File: src/rtl/irq_pkg.sv
// Shared types and constants for the interrupt sequencer: FSM states,
// cause encodings and the default handler vectors.
package irq_pkg;

  typedef enum logic [1:0] {
    IDLE    = 2'd0,
    TAKE    = 2'd1,
    SERVICE = 2'd2,
    RETURN  = 2'd3
  } irq_state_t;

  localparam logic [1:0] CAUSE_NONE = 2'b00;
  localparam logic [1:0] CAUSE_INT  = 2'b01;
  localparam logic [1:0] CAUSE_NMI  = 2'b10;

  localparam logic [31:0] DEF_INT_VECTOR = 32'h0000_0080;
  localparam logic [31:0] DEF_NMI_VECTOR = 32'h0000_0100;

endpackage

File: src/rtl/irq_sequencer_if.sv
// Controller-side bundle of interrupt lines, PC and redirect outputs.
// master = Controller/source side, slave = irq_sequencer.
interface irq_sequencer_if #(
  parameter int WIDTH = 32
);
  logic             INT;
  logic             NMI;
  logic             INTD;
  logic             atBoundary;
  logic             eret;
  logic [WIDTH-1:0] pc;
  logic             isInterrupted;
  logic             INA;
  logic [WIDTH-1:0] vectorPC;
  logic [WIDTH-1:0] epc;
  logic [1:0]       cause;

  modport master (
    output INT, NMI, INTD, atBoundary, eret, pc,
    input  isInterrupted, INA, vectorPC, epc, cause
  );

  modport slave (
    input  INT, NMI, INTD, atBoundary, eret, pc,
    output isInterrupted, INA, vectorPC, epc, cause
  );
endinterface

File: src/rtl/irq_edge_latch.sv
// Rising-edge detector with a sticky pending flag; a new edge beats a
// same-cycle clear. Register reset to 0, so input high at release is one edge.
module irq_edge_latch (
  input  logic Clk,
  input  logic Rst_n,
  input  logic i_in,
  input  logic i_clr,
  output logic o_pend
);
  logic r_q;
  logic r_pend;
  logic w_set;

  assign w_set  = i_in & ~r_q;
  assign o_pend = r_pend;

  always_ff @(posedge Clk or negedge Rst_n) begin
    if (!Rst_n) begin
      r_q    <= 1'b0;
      r_pend <= 1'b0;
    end else begin
      r_q    <= i_in;
      r_pend <= w_set | (r_pend & ~i_clr);
    end
  end
endmodule

File: src/rtl/irq_sequencer.sv
// Interrupt sequencer beside the multi-cycle MIPS Controller: NMI over INT,
// redirect at instruction boundary, return on eret. Macro INT_EDGE_EN latches INT edges.
import irq_pkg::*;

module irq_sequencer #(
  parameter int               WIDTH      = 32,
  parameter logic [WIDTH-1:0] INT_VECTOR = WIDTH'(DEF_INT_VECTOR),
  parameter logic [WIDTH-1:0] NMI_VECTOR = WIDTH'(DEF_NMI_VECTOR)
) (
  input logic            Clk,
  input logic            Rst_n,
  irq_sequencer_if.slave bus
);
  irq_state_t       r_state;
  irq_state_t       w_next;
  logic [WIDTH-1:0] r_epc;
  logic [1:0]       r_cause;
  logic             w_nmi_pend;
  logic             w_nmi_clr;
  logic             w_int_req;
  logic             w_accept;

  // Pending flags drop at the end of the TAKE cycle that serviced them.
  assign w_nmi_clr = (r_state == TAKE) && (r_cause == CAUSE_NMI);

  irq_edge_latch u_nmi_latch (
    .Clk    (Clk),
    .Rst_n  (Rst_n),
    .i_in   (bus.NMI),
    .i_clr  (w_nmi_clr),
    .o_pend (w_nmi_pend)
  );

`ifdef INT_EDGE_EN
  logic w_int_clr;
  assign w_int_clr = (r_state == TAKE) && (r_cause == CAUSE_INT);

  irq_edge_latch u_int_latch (
    .Clk    (Clk),
    .Rst_n  (Rst_n),
    .i_in   (bus.INT),
    .i_clr  (w_int_clr),
    .o_pend (w_int_req)
  );
`else
  assign w_int_req = bus.INT;
`endif

  always_comb begin
    w_next   = r_state;
    w_accept = 1'b0;
    case (r_state)
      IDLE: begin
        if (bus.atBoundary && (w_nmi_pend || (w_int_req && !bus.INTD))) begin
          w_accept = 1'b1;
          w_next   = TAKE;
        end
      end
      TAKE:    w_next = SERVICE;
      SERVICE: if (bus.eret) w_next = RETURN;
      RETURN:  w_next = IDLE;
      default: w_next = IDLE;
    endcase
  end

  always_comb begin
    bus.isInterrupted = 1'b0;
    bus.INA           = 1'b0;
    bus.vectorPC      = '0;
    case (r_state)
      TAKE: begin
        bus.isInterrupted = 1'b1;
        bus.INA           = 1'b1;
        bus.vectorPC      = (r_cause == CAUSE_NMI) ? NMI_VECTOR : INT_VECTOR;
      end
      RETURN: begin
        bus.isInterrupted = 1'b1;
        bus.vectorPC      = r_epc;
      end
      default: ;
    endcase
  end

  assign bus.epc   = r_epc;
  assign bus.cause = r_cause;

  always_ff @(posedge Clk or negedge Rst_n) begin
    if (!Rst_n) begin
      r_state <= IDLE;
      r_epc   <= '0;
      r_cause <= CAUSE_NONE;
    end else begin
      r_state <= w_next;
      if (w_accept) begin
        r_epc   <= bus.pc;
        r_cause <= w_nmi_pend ? CAUSE_NMI : CAUSE_INT;
      end else if (r_state == RETURN) begin
        r_cause <= CAUSE_NONE;
      end
    end
  end
endmodule
File: src/flat_wrapper.sv
// flat-port wrapper written by rule: the top's interface ports become plain ports
module irq_sequencer_flat 
#(
  parameter int               WIDTH      = 32,
  parameter logic [WIDTH-1:0] INT_VECTOR = WIDTH'(DEF_INT_VECTOR),
  parameter logic [WIDTH-1:0] NMI_VECTOR = WIDTH'(DEF_NMI_VECTOR)
)
  (Clk, Rst_n, bus_INT, bus_NMI, bus_INTD, bus_atBoundary, bus_eret, bus_pc, bus_isInterrupted, bus_INA, bus_vectorPC, bus_epc, bus_cause);
  irq_sequencer_if #(.WIDTH(WIDTH)) bus_i ();
  input logic Clk;
  input logic Rst_n;
  input wire logic [$bits(bus_i.INT)-1:0] bus_INT;
  input wire logic [$bits(bus_i.NMI)-1:0] bus_NMI;
  input wire logic [$bits(bus_i.INTD)-1:0] bus_INTD;
  input wire logic [$bits(bus_i.atBoundary)-1:0] bus_atBoundary;
  input wire logic [$bits(bus_i.eret)-1:0] bus_eret;
  input wire logic [$bits(bus_i.pc)-1:0] bus_pc;
  output wire logic [$bits(bus_i.isInterrupted)-1:0] bus_isInterrupted;
  output wire logic [$bits(bus_i.INA)-1:0] bus_INA;
  output wire logic [$bits(bus_i.vectorPC)-1:0] bus_vectorPC;
  output wire logic [$bits(bus_i.epc)-1:0] bus_epc;
  output wire logic [$bits(bus_i.cause)-1:0] bus_cause;
  assign bus_i.INT = bus_INT;
  assign bus_i.NMI = bus_NMI;
  assign bus_i.INTD = bus_INTD;
  assign bus_i.atBoundary = bus_atBoundary;
  assign bus_i.eret = bus_eret;
  assign bus_i.pc = bus_pc;
  assign bus_isInterrupted = bus_i.isInterrupted;
  assign bus_INA = bus_i.INA;
  assign bus_vectorPC = bus_i.vectorPC;
  assign bus_epc = bus_i.epc;
  assign bus_cause = bus_i.cause;
  irq_sequencer #(.WIDTH(WIDTH), .INT_VECTOR(INT_VECTOR), .NMI_VECTOR(NMI_VECTOR)) u_core (.Clk(Clk), .Rst_n(Rst_n), .bus(bus_i));
endmodule
File: config.mk
export PLATFORM = sky130hd
export DESIGN_NAME = irq_sequencer_flat
export DESIGN_NICKNAME = d
export VERILOG_FILES = /design/src/rtl/irq_pkg.sv /design/src/rtl/irq_sequencer_if.sv /design/src/rtl/irq_edge_latch.sv /design/src/rtl/irq_sequencer.sv /design/src/flat_wrapper.sv
export SDC_FILE = /design/constraint.sdc
export NUM_CORES = 1
export LEC_CHECK = 0
export BUFFER_PORTS_ARGS = -buffer_cell sky130_fd_sc_hd__clkbuf_2
export CAP_MARGIN = 5
export CORE_MARGIN = 1.5
export CORE_UTILIZATION = 41
export CTS_BUF_LIST = sky130_fd_sc_hd__clkbuf_8
export DETAILED_ROUTE_END_ITERATION = 8
export PLACE_DENSITY_LB_ADDON = 0.3
export SLEW_MARGIN = 20
export SYNTH_ARGS = -nofsm -noshare
export SYNTH_HDL_FRONTEND = slang
export SYNTH_SLANG_ARGS = --single-unit
File: constraint.sdc
create_clock -name Clk -period 1.55 [get_ports Clk]
set_input_delay 0.0775 -clock Clk [delete_from_list [all_inputs] [get_ports Clk]]
set_output_delay 0.0775 -clock Clk [all_outputs]
set_load 0.1 [all_outputs]
==> out/metrics.cfg <==
[synth]
yosys.area_share.simple_pct = 13.6
syn_area_per_cell_um2 = 14.3
syn_nets = 176
synth_adder_area_share_pct = 2.63
synth_cell_types = 21
synth_edf_count = 0
synth_top_area_share_pct = 49.9
synth_seq_cells = 38
synth-main-ff-cell = dfrtp_1
synth_compound_area_share_pct = 2.82
synth_top_family_by_area = multiplexers
ys_top_cells_by_count = 38 x dfrtp_1, 30 x and2_1, 30 x mux2_4
ys_warn_count = 0
yosys.cell_count.top_type = dfrtp_1
ys_seq_area_share_pct = 49.9
synth-xor-area-share_pct = 0
synthTopCellsByArea = dfrtp_1 50%, mux2_4 24%, and2_1 9.8%
yosys.area.top_type = dfrtp_1
syn-instance-count = 133
synth.cell_area_um2 = 1910
muxShareOfSynthArea_pct = 26.5
synthArstFlopShare_pct = 100

[detailed_routing]
routed_via_density = 4.68
drt_iter0_markers = 74
vias = 1456
wl_per_cell_um = 15.3
totalWireLength_um = 4740
postRouteAntennaNets = 0
dr.pass1.iters = 5
drcViolationCount = 0

[floorplan]
io_pins = 107
die_area_um2 = 5070
initial_utilization_pct = 43.2
num_rows = 24
coreArea_um2 = 4410
die_h_um = 71.2
die_x_um = 71.2

[timing]
timing.fmax_mhz = 616
rsz0062_at_grt = yes
fin_ws_ps = -73.7
worstMarginPinSlew_ps = 548
finalCriticalPeriod_ps = 1620
fin_crit_sh_pct = 105
worst_slew_margin_rel_pct = 63.6
fin_skew_ps = 3.10
fin_tns_setup_ps = -798
hold_viol = 0
timing.final.max_slew_violations = 0
finalSetupViolations = 32
hold_ws_ps = 8.34

[finish]
fillers = 256
multi_input_area_um2 = 963
nets = 301
register_area_um2 = 991
layout-drive-gt1-share_pct = 89.6
area_growth_pct = 77.8
antenna_cells = 0

[clock_tree]
cts_tree = built
cts_made_buffers = 5
cts_root_buf = clkbuf_8
clk_pin_slew_ps = 80
cts_max_level = 2
tritoncts_num_sinks = 38
cts.path.max_buffers = 2
clkLatencyLatePin_ps = 290

[job]
maxCapViolCount = 0

[hold_path]
hold_depth = 2
hp-class = in -> reg
hold_end = u_core.bus.epc[22]
hold_start = bus_pc[22]

[global_route]
grt_pass1_vias = 1552
grt_max_degree = 22
grt_pass1_wl_um = 7770
grt_usage_pct = 19.8
grt_overflow_total = 0
antenna_found_initial = 0

[worst_setup_path]
rr_endpoint = u_core.r_state[1]
startpoint_type = register
path_max_fanout = 16
cp.arrival_ps = 1550
end_kind = output pin
timing.rr.start = u_core.r_state[1]
critPathKind = reg -> out
r2r_slack_ps = 10
ff2ff_path_depth = 6
crit_required_ps = 1470

[place]
globalplace.congestion = 0.722
port_buffers = 106
dp_hpwl_um = 3520

[status]
status = finished with violations
violations = setup timing

==> sequential cells by signal (all words and copies together), names as in the netlist <==
register,flops
u_core.bus.cause,2
u_core.bus.epc,32
u_core.r_state,2
u_core.u_nmi_latch.o_pend,1
u_core.u_nmi_latch.r_q,1
==> metal layers <==
metal	vias up	global-route usage [%]	routed length [µm]
li1	694	-	-
met1	687	24.5	1950
met2	68	33.6	2400
met3	7	5.41	333
met4	0	6.50	65
met5	-	0	0
==> cell usage in the layout (no fill, tap or decap) <==
cell type | Yosys | layout
a22o_4 | 0 | 1
and2_2 | 0 | 29
and2_4 | 0 | 1
buf_12 | 3 | 35
buf_4 | 0 | 8
buf_6 | 0 | 4
bufinv_16 | 0 | 2
clkbuf_2 | 0 | 72
clkbuf_8 | 0 | 5
clkinv_4 | 0 | 1
dfrtp_1 | 38 | 6
dfrtp_2 | 0 | 32
dlygate4sd3_1 | 0 | 5
ha_1 | 4 | 1
ha_4 | 0 | 3
inv_1 | 4 | 3
inv_2 | 0 | 1
mux2_2 | 4 | 4
mux2_4 | 30 | 30
mux2i_1 | 1 | 1
nand2_1 | 3 | 2
nand2_4 | 0 | 1
nand2b_1 | 3 | 3
nand3b_1 | 1 | 1
nor2b_1 | 1 | 1
nor2b_4 | 1 | 1
o211ai_4 | 1 | 1
o21ai_0 | 1 | 1
o22a_1 | 1 | 1
o311a_1 | 1 | 1
or2_4 | 0 | 1
or2b_1 | 1 | 1
==> logic make-up (layout without fill, tap and decap cells) <==
| kind of cell | count (synthesis) | count (layout) |
|---|---|---|
| AOI/OAI and AO/OA | 5 | 5 |
| adders and majority gates | 4 | 4 |
| buffers and inverters | 10 | 136 |
| DFF | 38 | 38 |
| muxes | 35 | 35 |
| and+or+nand+nor | 41 | 41 |
==> worst max-delay path, cell delays in order (launching register included) <==
cell	delay, ps
dfrtp_1	400
buf_6	130
ha_4	160
buf_12	140
a22o_4	250
buf_12	160
==> metrics by stage <==
| step | setup WS (ps) | area (µm²) | util, % | cells |
|---|---|---|---|---|
| after CTS | -69.7 | 3370 | 76.2 | 309 |
| after global placement | 44.4 | 3130 | 71.0 | 295 |
| after detailed placement | -8.39 | 3130 | 71.0 | 295 |
| after floorplan | -8.72 | 2010 | - | 133 |
| final | -73.7 | 3390 | 76.8 | 311 |
| after global routing | -104 | 3390 | 76.8 | 311 |
==> worst max path at each step <==
stage | from | to | slack (ps) | cells after the start
5_1_grt | u_core.r_state[1] | bus_vectorPC[7] | -100 | 5
3_3_place_gp | u_core.r_state[0] | u_core.r_state[1] | 40 | 5
4_1_cts | u_core.r_state[1] | bus_vectorPC[7] | -70 | 5
2_1_floorplan | u_core.r_state[0] | u_core.r_state[1] | -9 | 5
6_report | u_core.r_state[1] | bus_vectorPC[7] | -70 | 5
3_5_place_dp | u_core.r_state[0] | u_core.r_state[1] | -8 | 5
==> what timing repair did <==
action | 4_1_cts | 5_1_grt
gates resized for setup | 8 | 3
hold endpoints to repair | 23 | 1
endpoints found under the setup margin | 34 | 34
buffers inserted | 2 | 1
pin swaps | 4 | 3
hold buffers | 4 | 1
==> area by class of cell <==
type,count,share of cell area (%)
repair buffers,124,35.9
flip-flops and latches,38,29.2
multi-input cells,85,28.4
clock buffers,5,2.03
clock inverters,3,2.03
well taps,52,1.92
inverters,4,0.443
Power is left out: the tool's default activity adds up to more than one toggle a clock period on the data nets, which glitch-free logic cannot reach.
